--- src/rtl/bcd_pkg.sv ---
// Shared definitions for the BCD-to-binary converter.
//   bcd2bin_state_t : converter FSM states
//   DIGIT_W, NUM_DIGITS, SHIFT_STEPS, MAX_DIGIT, ADJ_THRESH, ADJ_SUB : constants
//   has_bad_digit() : flags a packed BCD word containing any nibble > 9
package bcd_pkg;

  typedef enum logic [1:0] {IDLE, SHIFT, DONE} bcd2bin_state_t;

  localparam int DIGIT_W     = 4;
  localparam int NUM_DIGITS  = 4;
  localparam int BCD_W       = DIGIT_W * NUM_DIGITS;
  localparam int SHIFT_STEPS = 16;
  localparam int CNT_W       = 5;

  localparam logic [DIGIT_W-1:0] MAX_DIGIT  = 4'd9;
  localparam logic [DIGIT_W-1:0] ADJ_THRESH = 4'd8;
  localparam logic [DIGIT_W-1:0] ADJ_SUB    = 4'd3;

  function automatic logic has_bad_digit(input logic [BCD_W-1:0] bcd);
    logic bad;
    bad = 1'b0;
    for (int i = 0; i < NUM_DIGITS; i++) begin
      if (bcd[i*DIGIT_W +: DIGIT_W] > MAX_DIGIT) bad = 1'b1;
    end
    return bad;
  endfunction

endpackage

--- src/rtl/bcd_digit_adjust.sv ---
// Reverse double-dabble correction for one BCD nibble.
//   digit    : nibble after the right shift
//   adjusted : digit - 3 when digit >= 8, otherwise digit unchanged
module bcd_digit_adjust
  import bcd_pkg::*;
(
  input  logic [DIGIT_W-1:0] digit,
  output logic [DIGIT_W-1:0] adjusted
);

  always_comb begin
    adjusted = digit;
    if (digit >= ADJ_THRESH) adjusted = digit - ADJ_SUB;
  end

endmodule

--- src/rtl/bcd_to_bin.sv ---
// Sequential BCD-to-binary converter (reverse double-dabble, one shift per clock).
//   clk            : system clock, rising edge
//   rst            : asynchronous active-high reset
//   start          : conversion request, sampled only in IDLE
//   unidades_input / decenas_input / centenas_input / millares_input : BCD digits
//   numero_output  : binary result, held until the next completion
//   busy           : conversion in progress
//   ready          : one-cycle completion pulse
//   error          : last accepted request contained a digit > 9
module bcd_to_bin
  import bcd_pkg::*;
#(
  parameter int BIN_W = 16
) (
  input  logic               clk,
  input  logic               rst,
  input  logic               start,
  input  logic [DIGIT_W-1:0] unidades_input,
  input  logic [DIGIT_W-1:0] decenas_input,
  input  logic [DIGIT_W-1:0] centenas_input,
  input  logic [DIGIT_W-1:0] millares_input,
  output logic [BIN_W-1:0]   numero_output,
  output logic               busy,
  output logic               ready,
  output logic               error
);

  bcd2bin_state_t state_q, state_d;

  logic [BCD_W-1:0] bcd_q;
  logic [BCD_W-1:0] bin_q;
  logic [CNT_W-1:0] count_q;

  logic [BCD_W-1:0] digits_in;
  logic             digits_bad;
  logic [BCD_W-1:0] bcd_shift;
  logic [BCD_W-1:0] bcd_adj;
  logic [BCD_W-1:0] bin_shift;

  assign digits_in  = {millares_input, centenas_input, decenas_input, unidades_input};
  assign digits_bad = has_bad_digit(digits_in);

  // One reverse double-dabble step: shift {bcd,bin} right, then correct nibbles.
  assign bcd_shift = {1'b0, bcd_q[BCD_W-1:1]};
  assign bin_shift = {bcd_q[0], bin_q[BCD_W-1:1]};

  for (genvar g = 0; g < NUM_DIGITS; g++) begin : g_adj
    bcd_digit_adjust u_adj (
      .digit    (bcd_shift[g*DIGIT_W +: DIGIT_W]),
      .adjusted (bcd_adj[g*DIGIT_W +: DIGIT_W])
    );
  end

  // SHIFT performs steps 1..15; the 16th step is taken on the DONE exit edge
  // together with the registered result and ready pulse. That places ready at
  // E16 and returns to IDLE in time to accept a held start at E17.
  always_ff @(posedge clk or posedge rst) begin
    if (rst) state_q <= IDLE;
    else     state_q <= state_d;
  end

  always_comb begin
    state_d = state_q;
    case (state_q)
      IDLE:    if (start) state_d = digits_bad ? DONE : SHIFT;
      SHIFT:   if (count_q == CNT_W'(SHIFT_STEPS - 2)) state_d = DONE;
      DONE:    state_d = IDLE;
      default: state_d = IDLE;
    endcase
  end

  always_ff @(posedge clk or posedge rst) begin
    if (rst) begin
      bcd_q         <= '0;
      bin_q         <= '0;
      count_q       <= '0;
      numero_output <= '0;
      busy          <= 1'b0;
      ready         <= 1'b0;
      error         <= 1'b0;
    end else begin
      ready <= 1'b0;
      case (state_q)
        IDLE: begin
          if (start) begin
            bcd_q   <= digits_in;
            bin_q   <= '0;
            count_q <= '0;
            error   <= digits_bad;
            busy    <= ~digits_bad;
            if (digits_bad) numero_output <= '0;
          end
        end
        SHIFT: begin
          bcd_q   <= bcd_adj;
          bin_q   <= bin_shift;
          count_q <= count_q + 1'b1;
        end
        DONE: begin
          ready <= 1'b1;
          busy  <= 1'b0;
          // Rejected requests skip the final step and keep numero_output at 0.
          if (!error) begin
            bcd_q         <= bcd_adj;
            bin_q         <= bin_shift;
            count_q       <= count_q + 1'b1;
            numero_output <= bin_shift[BIN_W-1:0];
          end
        end
        default: ;
      endcase
    end
  end

endmodule

--- config.mk ---
export PLATFORM = sky130hd
export DESIGN_NAME = bcd_to_bin
export DESIGN_NICKNAME = d
export VERILOG_FILES = /design/src/rtl/bcd_pkg.sv /design/src/rtl/bcd_digit_adjust.sv /design/src/rtl/bcd_to_bin.sv
export SDC_FILE = /design/constraint.sdc
export NUM_CORES = 1
export LEC_CHECK = 0
export ABC_AREA = 1
export CORE_MARGIN = 2
export CORE_UTILIZATION = 40
export CTS_BUF_LIST = sky130_fd_sc_hd__clkbuf_8
export DETAILED_ROUTE_END_ITERATION = 7
export PLACE_DENSITY = 0.61
export SLEW_MARGIN = 5
export SYNTH_ARGS = -nofsm -noshare
export SYNTH_HDL_FRONTEND = slang
export SYNTH_SLANG_ARGS = --single-unit
export TNS_END_PERCENT = 30
--- constraint.sdc ---
create_clock -name clk -period 3.11 [get_ports clk]
set_input_delay 0.311 -clock clk [delete_from_list [all_inputs] [get_ports clk]]
set_output_delay 0.311 -clock clk [all_outputs]
set_load 0.02 [all_outputs]
# ---- After elaboration in Yosys (flattened, before gate mapping)
# Cells that the tools add are included.
dict set report totals {
  ff_bits 58
  inputBits 19
  out_inout_bits 19
  elab_cells 64
}
dict set report op_classes {
  addsub 5
  n_lt_le_gt_ge 8
  n_eq_ne 7
  muxes 27
  n_bitwise 1
  n_reduce_logical 8
}
# cell n
set op_table {}
lappend op_table {{$mux W16} 6}
lappend op_table {{$pmux W16 S3} 2}
lappend op_table {{$pmux W16 S2} 1}
lappend op_table {{$gt A4 B4 Y1 const B} 4}
lappend op_table {{$mux W4} 4}
lappend op_table {{$pmux W5 S3} 1}
lappend op_table {{$ge A4 B4 Y1 const B} 3}
lappend op_table {{$sub A4 B2 Y4 const B} 3}
lappend op_table {{$mux W5} 2}
lappend op_table {{$ne A2 B2 Y1 const B} 4}
lappend op_table {{$mux W1} 6}
lappend op_table {{$mux W2} 3}
lappend op_table {{$reduce_and A2 Y1} 3}
lappend op_table {{$add A5 B1 Y5 const B} 1}
lappend op_table {{$eq A5 B4 Y1 const B} 1}
lappend op_table {{$ge A3 B4 Y1 const B} 1}
lappend op_table {{$pmux W2 S2} 1}
lappend op_table {{$reduce_and A4 Y1} 1}
lappend op_table {{$sub A3 B2 Y4 const B} 1}
lappend op_table {{$reduce_and A3 Y1} 1}
lappend op_table {{$reduce_bool A3 Y1} 1}
lappend op_table {{$eq A2 B1 Y1 const B} 1}
lappend op_table {{$eq A2 B2 Y1 const B} 1}
lappend op_table {{$logic_not A2 Y1} 1}
lappend op_table {{other kinds (3)} 3}

# ---- Longest topological paths before layout
# Gate-level depths: netlist (run 1).
dict set report depth {
  word_depth 8
  mapped_depth 10
  depth_no_buf 9
}

# ---- Cells and area by module
# A second synthesis (run 1) with hierarchy kept.
dict set report unflattened {
  hier_cells 393
  hier_area_um2 3236.9
}
# mod instances cells_each area_per_inst_um2 seq_area_each_um2
set by_module_without_submodules {}
lappend by_module_without_submodules {bcd_to_bin 1 329 2881.5 1426.4}
lappend by_module_without_submodules {bcd_digit_adjust 4 16 88.8 0.0}

# ---- Worst setup path before layout (run 1)
# OpenSTA, ideal clock, no wires.
dict set report synth_path {
  path_type {register to register}
  from {reg state_q[0]}
  to {reg bcd_q[0]}
  setup_ps 127
  arrival_ps 1437
  t_required_ps 2983
  path_slack_ps 1546
  stages_incl_launch_ff 10
  path_buffers 1
  synth_period_minus_slack_ps 1564
  cell_sequence {dfrtp_1 -> inv_1 -> ha_1 -> inv_2 -> nor2_2 -> a21oi_4 -> nand2_2 -> inv_4 -> buf_2 -> o22ai_1}
}
dict set report synth_between {
  elab_chain_cells 3
  word_cells_on_any_way 8
  classes_between {eq/ne: 4; mux: 1; reduce/logical: 3}
}
# item line
set synth_lines {}
lappend synth_lines {{from (decl)} bcd_to_bin.sv:28} ;# bcd2bin_state_t state_q, state_d;
lappend synth_lines {{from (signal assigned)} bcd_to_bin.sv:59} ;# else state_q <= state_d;
lappend synth_lines {{$eq A2 B2 Y1, or another cell as far along} bcd_to_bin.sv:83} ;# case (state_q)
lappend synth_lines {{$ne A2 B2 Y1 (no source line) or $reduce_bool A3 Y1 (tied branches)} -}
lappend synth_lines {{$reduce_and A3 Y1 (no source line)} -}
lappend synth_lines {{to (signal assigned)} bcd_to_bin.sv:86} ;# bcd_q <= digits_in;
lappend synth_lines {{to (signal assigned)} bcd_to_bin.sv:95} ;# bcd_q <= bcd_adj;
lappend synth_lines {{to (signal assigned)} bcd_to_bin.sv:104} ;# bcd_q <= bcd_adj;
lappend synth_lines {{to (decl)} bcd_to_bin.sv:30} ;# logic [BCD_W-1:0] bcd_q;
# Parallel ways exist; a longest one is shown, timed or not.
# A chain may end at the register's enable or synchronous reset.

# ---- Worst setup path after layout (run 1)
dict set report layout_path {
  from {reg state_q[0]}
  to {reg bcd_q[8]}
}
# Same word-level chain as after synthesis.

==> results of run 1 <==
## flip-flops by register name (all words and copies together), names as in the netlist
signal,flops
busy,1
bin_q,15
ready,1
error,1
bcd_q,16
state_q,2
count_q,5
numero_output,16
## worst max-delay path: stages, from the launching register on
cell and delay (ns):
dfrtp_1 0.38, inv_1 0.07, ha_1 0.19, buf_4 0.20, a21oi_4 0.18, nand2_2 0.18
inv_4 0.25, buf_4 0.32, o21ai_0 0.14, o22ai_1 0.15
## path summary, 6_finish.rpt
path	slack, ns	end	cells after the start	from
max in group asynchronous	2.20	bin_q[8]	3	rst
min	0.27	state_q[0]	2	rst
min in group clk	0.47	numero_output[13]	2	numero_output[13]
max	0.97	bcd_q[8]	9	state_q[0]
max reg2reg	0.97	bcd_q[8]	9	state_q[0]
min reg2reg	0.47	numero_output[13]	2	numero_output[13]
## area by class of cell
class	instances	area, µm²	area share [%]
Clock buffer	9	124	3.48
Clock inverter	7	71.3	2.00
Inverter	56	213	5.98
Multi-Input combinational cell	217	1190	33.5
Sequential cell	57	1430	40.1
Tap cell	99	124	3.48
Timing Repair Buffer	42	408	11.5
## cells in the mapped netlist
master	count
buf_2	5
a21oi_1	3
nand2_2	4
ha_1	11
inv_1	54
xor2_1	5
buf_4	3
nor2_2	1
o31ai_1	3
or2_2	1
o21a_1	2
a22oi_1	1
clkbuf_1	6
o22ai_2	10
o211ai_1	4
dfrtp_1	57
nor2_1	21
o22ai_1	7
a31oi_1	3
buf_6	1
nand3_1	26
nand2_1	85
o21ai_1	1
xnor2_1	1
inv_2	1
inv_4	1
a21oi_4	1
nand4_1	1
o21ai_0	26
## power by group through the flow
stage                     registers, µW  logic [µW]  clock network (µW)
final                              1080        1380                 669
after global routing               1110        1570                 722
after CTS                          1080        1390                 691
after detailed placement           1090        1390                   0
after global placement             1090        1370                   0
after floorplan                    1110        1070                   0
## logic make-up (layout without fill, tap and decap cells)
family                     Yosys count  after routing  share of synthesized area, %
and+or+nand+nor                    139            139                          19.6
buffers and inverters               71            114                          10.1
AOI/OAI and AO/OA                   61             61                          14.7
DFF                                 57             57                          49.0
adders and majority gates           11             11                          4.73
xor gates and xnor gates             6              6                          1.80
## stage by stage
step / worst slack [ns] / total power [µW] / hold WS, ns
3_3_place_gp: 1.01 / 2450 / 0.458
3_5_place_dp: 0.943 / 2480 / 0.458
6_report: 0.966 / 3130 / 0.271
4_1_cts: 0.953 / 3160 / 0.281
5_1_grt: 0.761 / 3400 / 0.323
2_1_floorplan: 1.40 / 2180 / 0.452
## per-layer routing
metal	vias to the layer above	GRT usage, %
li1	1172	-
met1	1037	20.1
met2	52	24.0
met3	7	5.54
met4	0	5.29
met5	-	0
==> flow_summary.toml, run 1 <==
[drt]
wl_met2_mm = 2.53
drt-total-wl_mm = 5.55
vias = 2268
drt_iter0_drc = 93
wl_met3_um = 274
wl_per_cell_um = 11.4
drtPass1Iterations = 6
top_layer = "met4"
viasPerCell = 4.66
drc = 0
ant_nets = 0
wl_met1_mm = 2.68

[clock_tree]
cts_tree = "done"
root_buffer = "clkbuf_8"
cts_setup_buffers = 0
ctsLongestPathBuffers = 2
worst_skew_pair.late_latency_ns = 0.33
cts_resized = 0
clk_pin_slew_worst_paths_ns = 0.07
cts_num_sinks = 57
holdBufCountCts = 0
cts_buffers = 9
htreeDepth = 3

[pwr]
power_report.internal_total_uw = 1780
p_sw_share_pct = 43.0
seqPwrFrac_pct = 34.5
p_leak_uw = 0.00176
vdd_drop_max_mv = 0.440
p_clk_share_pct = 21.4
switchingPower_uw = 1340
power_density_nw_per_um2 = 879
power_frac_comb_pct = 44.1

[sta]
final-max-slew-violation-count = 0
timing.fmax_ghz = 0.466
worstMarginPinSlew_ns = 0.736
finalHoldViolations = 0
fin_crit_ns = 2.14
finalCritPeriodShare_pct = 68.9
timing.slew.headroom_pct = 50.9
tns_ns = 0
rsz0062_at_grt = "no"
setup_viol = 0
clock_skew_ns = 0.00399

[setup_path]
cp_max_fo = 30
crit_arrival_ns = 2.39
required_ns = 3.36
startpoint_type = "flop"
crit_type = "reg -> reg"
cp-end-kind = "flop"

[logic_synthesis]
syn_nets = 375
syn_avg_cell_area_um2 = 8.44
synth-seq-cells = 57
syn_area_um2 = 2910
synth_warnings = 0
synth_top_cell_by_area = "dfrtp_1"
yosysTopAreaCellShare_pct = 49.0
synthTopCellsByArea = "dfrtp_1, nand2_1, inv_1"
ys_types = 29
netlist_instances = 345
seq_area_frac_synth_pct = 49.0

[finish]
layout_common_cells = "nand2_1, dfrtp_1, inv_1, clkdlybuf4s50_1"
final_nets = 413
drive_gt1_share_pct = 10.6
num-fill-cells = 727
final_area_um2 = 3560
syn_to_final_growth_pct = 22.2
fin_util_pct = 49.8
final_common_cell = "nand2_1"
diodes = 0
stdcell_count = 487

[global_route]
grt_start_max_net_pins = 31
grt_antenna_before_repair = 0
grt_use_total_pct = 15.5
grt_pass1_wl_mm = 9.38
grt_overflow = 0
grt_pass1_vias = 2063

[place]
port_buffers = 37
dp_hpwl_mm = 4.05
dpl-instance-area_um2 = 3360
place_congestion = 0.827
placed_cells = 471

[min_path]
worstHoldPathType = "in -> async"

[die]
die_area_um2 = 7980
rows = 31
start_util_pct = 40.8
coreArea_um2 = 7140
die_w_um = 89.3
die_h_um = 89.3
ioPinCount = 38

[status]
status = "complete, no violations"

[flow_run]
drv_cap = 0
Note: power is estimated with default switching activity, not from simulation.
==> run 2: changes to the inputs <==
PLACE_DENSITY = 0.63   (was 0.61)
clock period = 1.9 ns   (was 3.11 ns; I/O delays follow)
==> flow_summary.toml, run 2 (synthesis gave the netlist of run 1 again) <==
[drt]
vias = 2286
drt-total-wl_mm = 5.58
viasPerCell = 4.65
ant_nets = 0
drtPass1Iterations = 4
drt_iter0_drc = 130
wl_per_cell_um = 11.3
drc = 0

[sta]
finalCritPeriodShare_pct = 89.7
clock_skew_ns = 0.00598
tns_ns = 0
worstMarginPinSlew_ns = 0.418
fin_crit_ns = 1.70
rsz0062_at_grt = "no"
timing.fmax_ghz = 0.587
setup_viol = 0
final-max-slew-violation-count = 0
timing.slew.headroom_pct = 72.1
finalHoldViolations = 0

[setup_path]
required_ns = 2.09
worst-path-buf-inv = 3
cp_max_fo = 17
ff2ff_setup_slack_ns = 0.20
critPathTopFamily = "simple AND/OR/NAND/NOR gates"
max_stage_delay_ns = 0.39
cp_slowest_cell = "dfrtp_1"
startpoint_type = "flop"
cp-end-kind = "flop"
crit_arrival_ns = 1.90
cp_cell_sequence = "inv_1 -> ha_1 -> inv_2 -> nor2_2 -> a21oi_4 -> nand2_2 -> inv_4 -> nand2_2 -> o21ai_0"
cpMostUsedCell = "nand2_2"
crit_type = "reg -> reg"

[finish]
drive_gt1_share_pct = 11.2
diodes = 0
reg_top3 = "bcd_q (16), numero_output (16), bin_q (15)"
layout_common_cells = "nand2_1, dfrtp_1, inv_1, clkdlybuf4s50_1"
final_common_cell = "nand2_1"
num-fill-cells = 713
fin_util_pct = 51.4
syn_to_final_growth_pct = 26.1
final_nets = 418

[global_route]
grt_use_total_pct = 15.5
grt_pass1_vias = 2049
grt_antenna_before_repair = 0
grt_overflow = 0
grt_start_max_net_pins = 40
grt_pass1_wl_mm = 9.54

[clock_tree]
cts_tree = "done"
holdBufCountCts = 0
ctsLongestPathBuffers = 2
worst_skew_pair.late_latency_ns = 0.33
cts_num_sinks = 57
clk_pin_slew_worst_paths_ns = 0.07
htreeDepth = 3
cts_setup_buffers = 0
cts_resized = 0
root_buffer = "clkbuf_8"
cts_buffers = 9

[min_path]
worstHoldPathType = "in -> async"

[flow_run]
drv_cap = 0

[die]
ioPinCount = 38
die_h_um = 89.3
die_area_um2 = 7980
coreArea_um2 = 7140
start_util_pct = 40.8
die_w_um = 89.3
rows = 31

[pwr]
power_density_nw_per_um2 = 1540
vdd_drop_max_mv = 0.877
p_leak_uw = 0.00183

[status]
status = "complete, no violations"

[place]
port_buffers = 37
dp_hpwl_mm = 4.01
place_congestion = 0.826
==> run 2: changes by cell type in the layout (fill, tap and decap cells not counted) <==
cell	previous run	this run
bufinv_16	1	4
buf_4	5	9
clkinvlp_4	3	1
clkinv_4	1	0
clkinv_2	2	0
buf_12	0	1
inv_1	53	55
==> run 2: layer usage <==
metal	vias up	share of wire (%)	track usage, %
met1	1046	51	21.7
met2	55	44	23.0
li1	1183	-	-
met4	0	0.61	4.21
met5	-	0	0
met3	2	4.2	5.26
==> run 2: worst register-to-register path, cell delays in order, from the launching register on <==
cell and delay, ns:
dfrtp_1 0.39, inv_1 0.11, ha_1 0.22, inv_2 0.06, nor2_2 0.17, a21oi_4 0.05
nand2_2 0.09, inv_4 0.04, nand2_2 0.31, o21ai_0 0.15
==> run 2: power breakdown <==
part	internal (µW)	total [µW]	switching (µW)
clock network	994	1470	473
registers	1540	1760	225
logic	890	2430	1540
total	3420	5660	2230
==> run 2: area by class of cell <==
cell class                      count  area, µm²  share of cell area [%]
Sequential cell                    57       1430                    38.9
Timing Repair Buffer               47        458                    12.5
Tap cell                           99        124                    3.37
Multi-Input combinational cell    217       1190                    32.4
Clock inverter                      7        135                    3.68
Clock buffer                        9        124                    3.37
Inverter                           56        213                    5.79
==> run 2: final timing paths <==
kind	cells past startpoint	to	start
worst min register to register	2	numero_output[2]	numero_output[2]
worst max register to register	9	bin_q[1]	state_q[1]
worst min-delay path	2	numero_output[8]	rst
worst max-delay path	9	bin_q[1]	state_q[1]
min in group clk	3	bcd_q[12]	millares_input[0]
max in group asynchronous	3	bcd_q[9]	rst
==> run 2: per-stage QoR <==
| stage | instances | power [µW] | hold slack [ns] | setup slack [ns] | area [µm²] |
|---|---|---|---|---|---|
| final | 492 | 5660 | 0.181 | 0.196 | 3670 |
| after global routing | 492 | 6100 | 0.201 | 0.0464 | 3670 |
| after CTS | 492 | 5710 | 0.186 | 0.185 | 3670 |
| after detailed placement | 476 | 4220 | 0.458 | 0.112 | 3410 |
| after global placement | 476 | 4150 | 0.454 | 0.140 | 3410 |
| after floorplan | 345 | 3570 | 0.346 | 0.310 | 2910 |
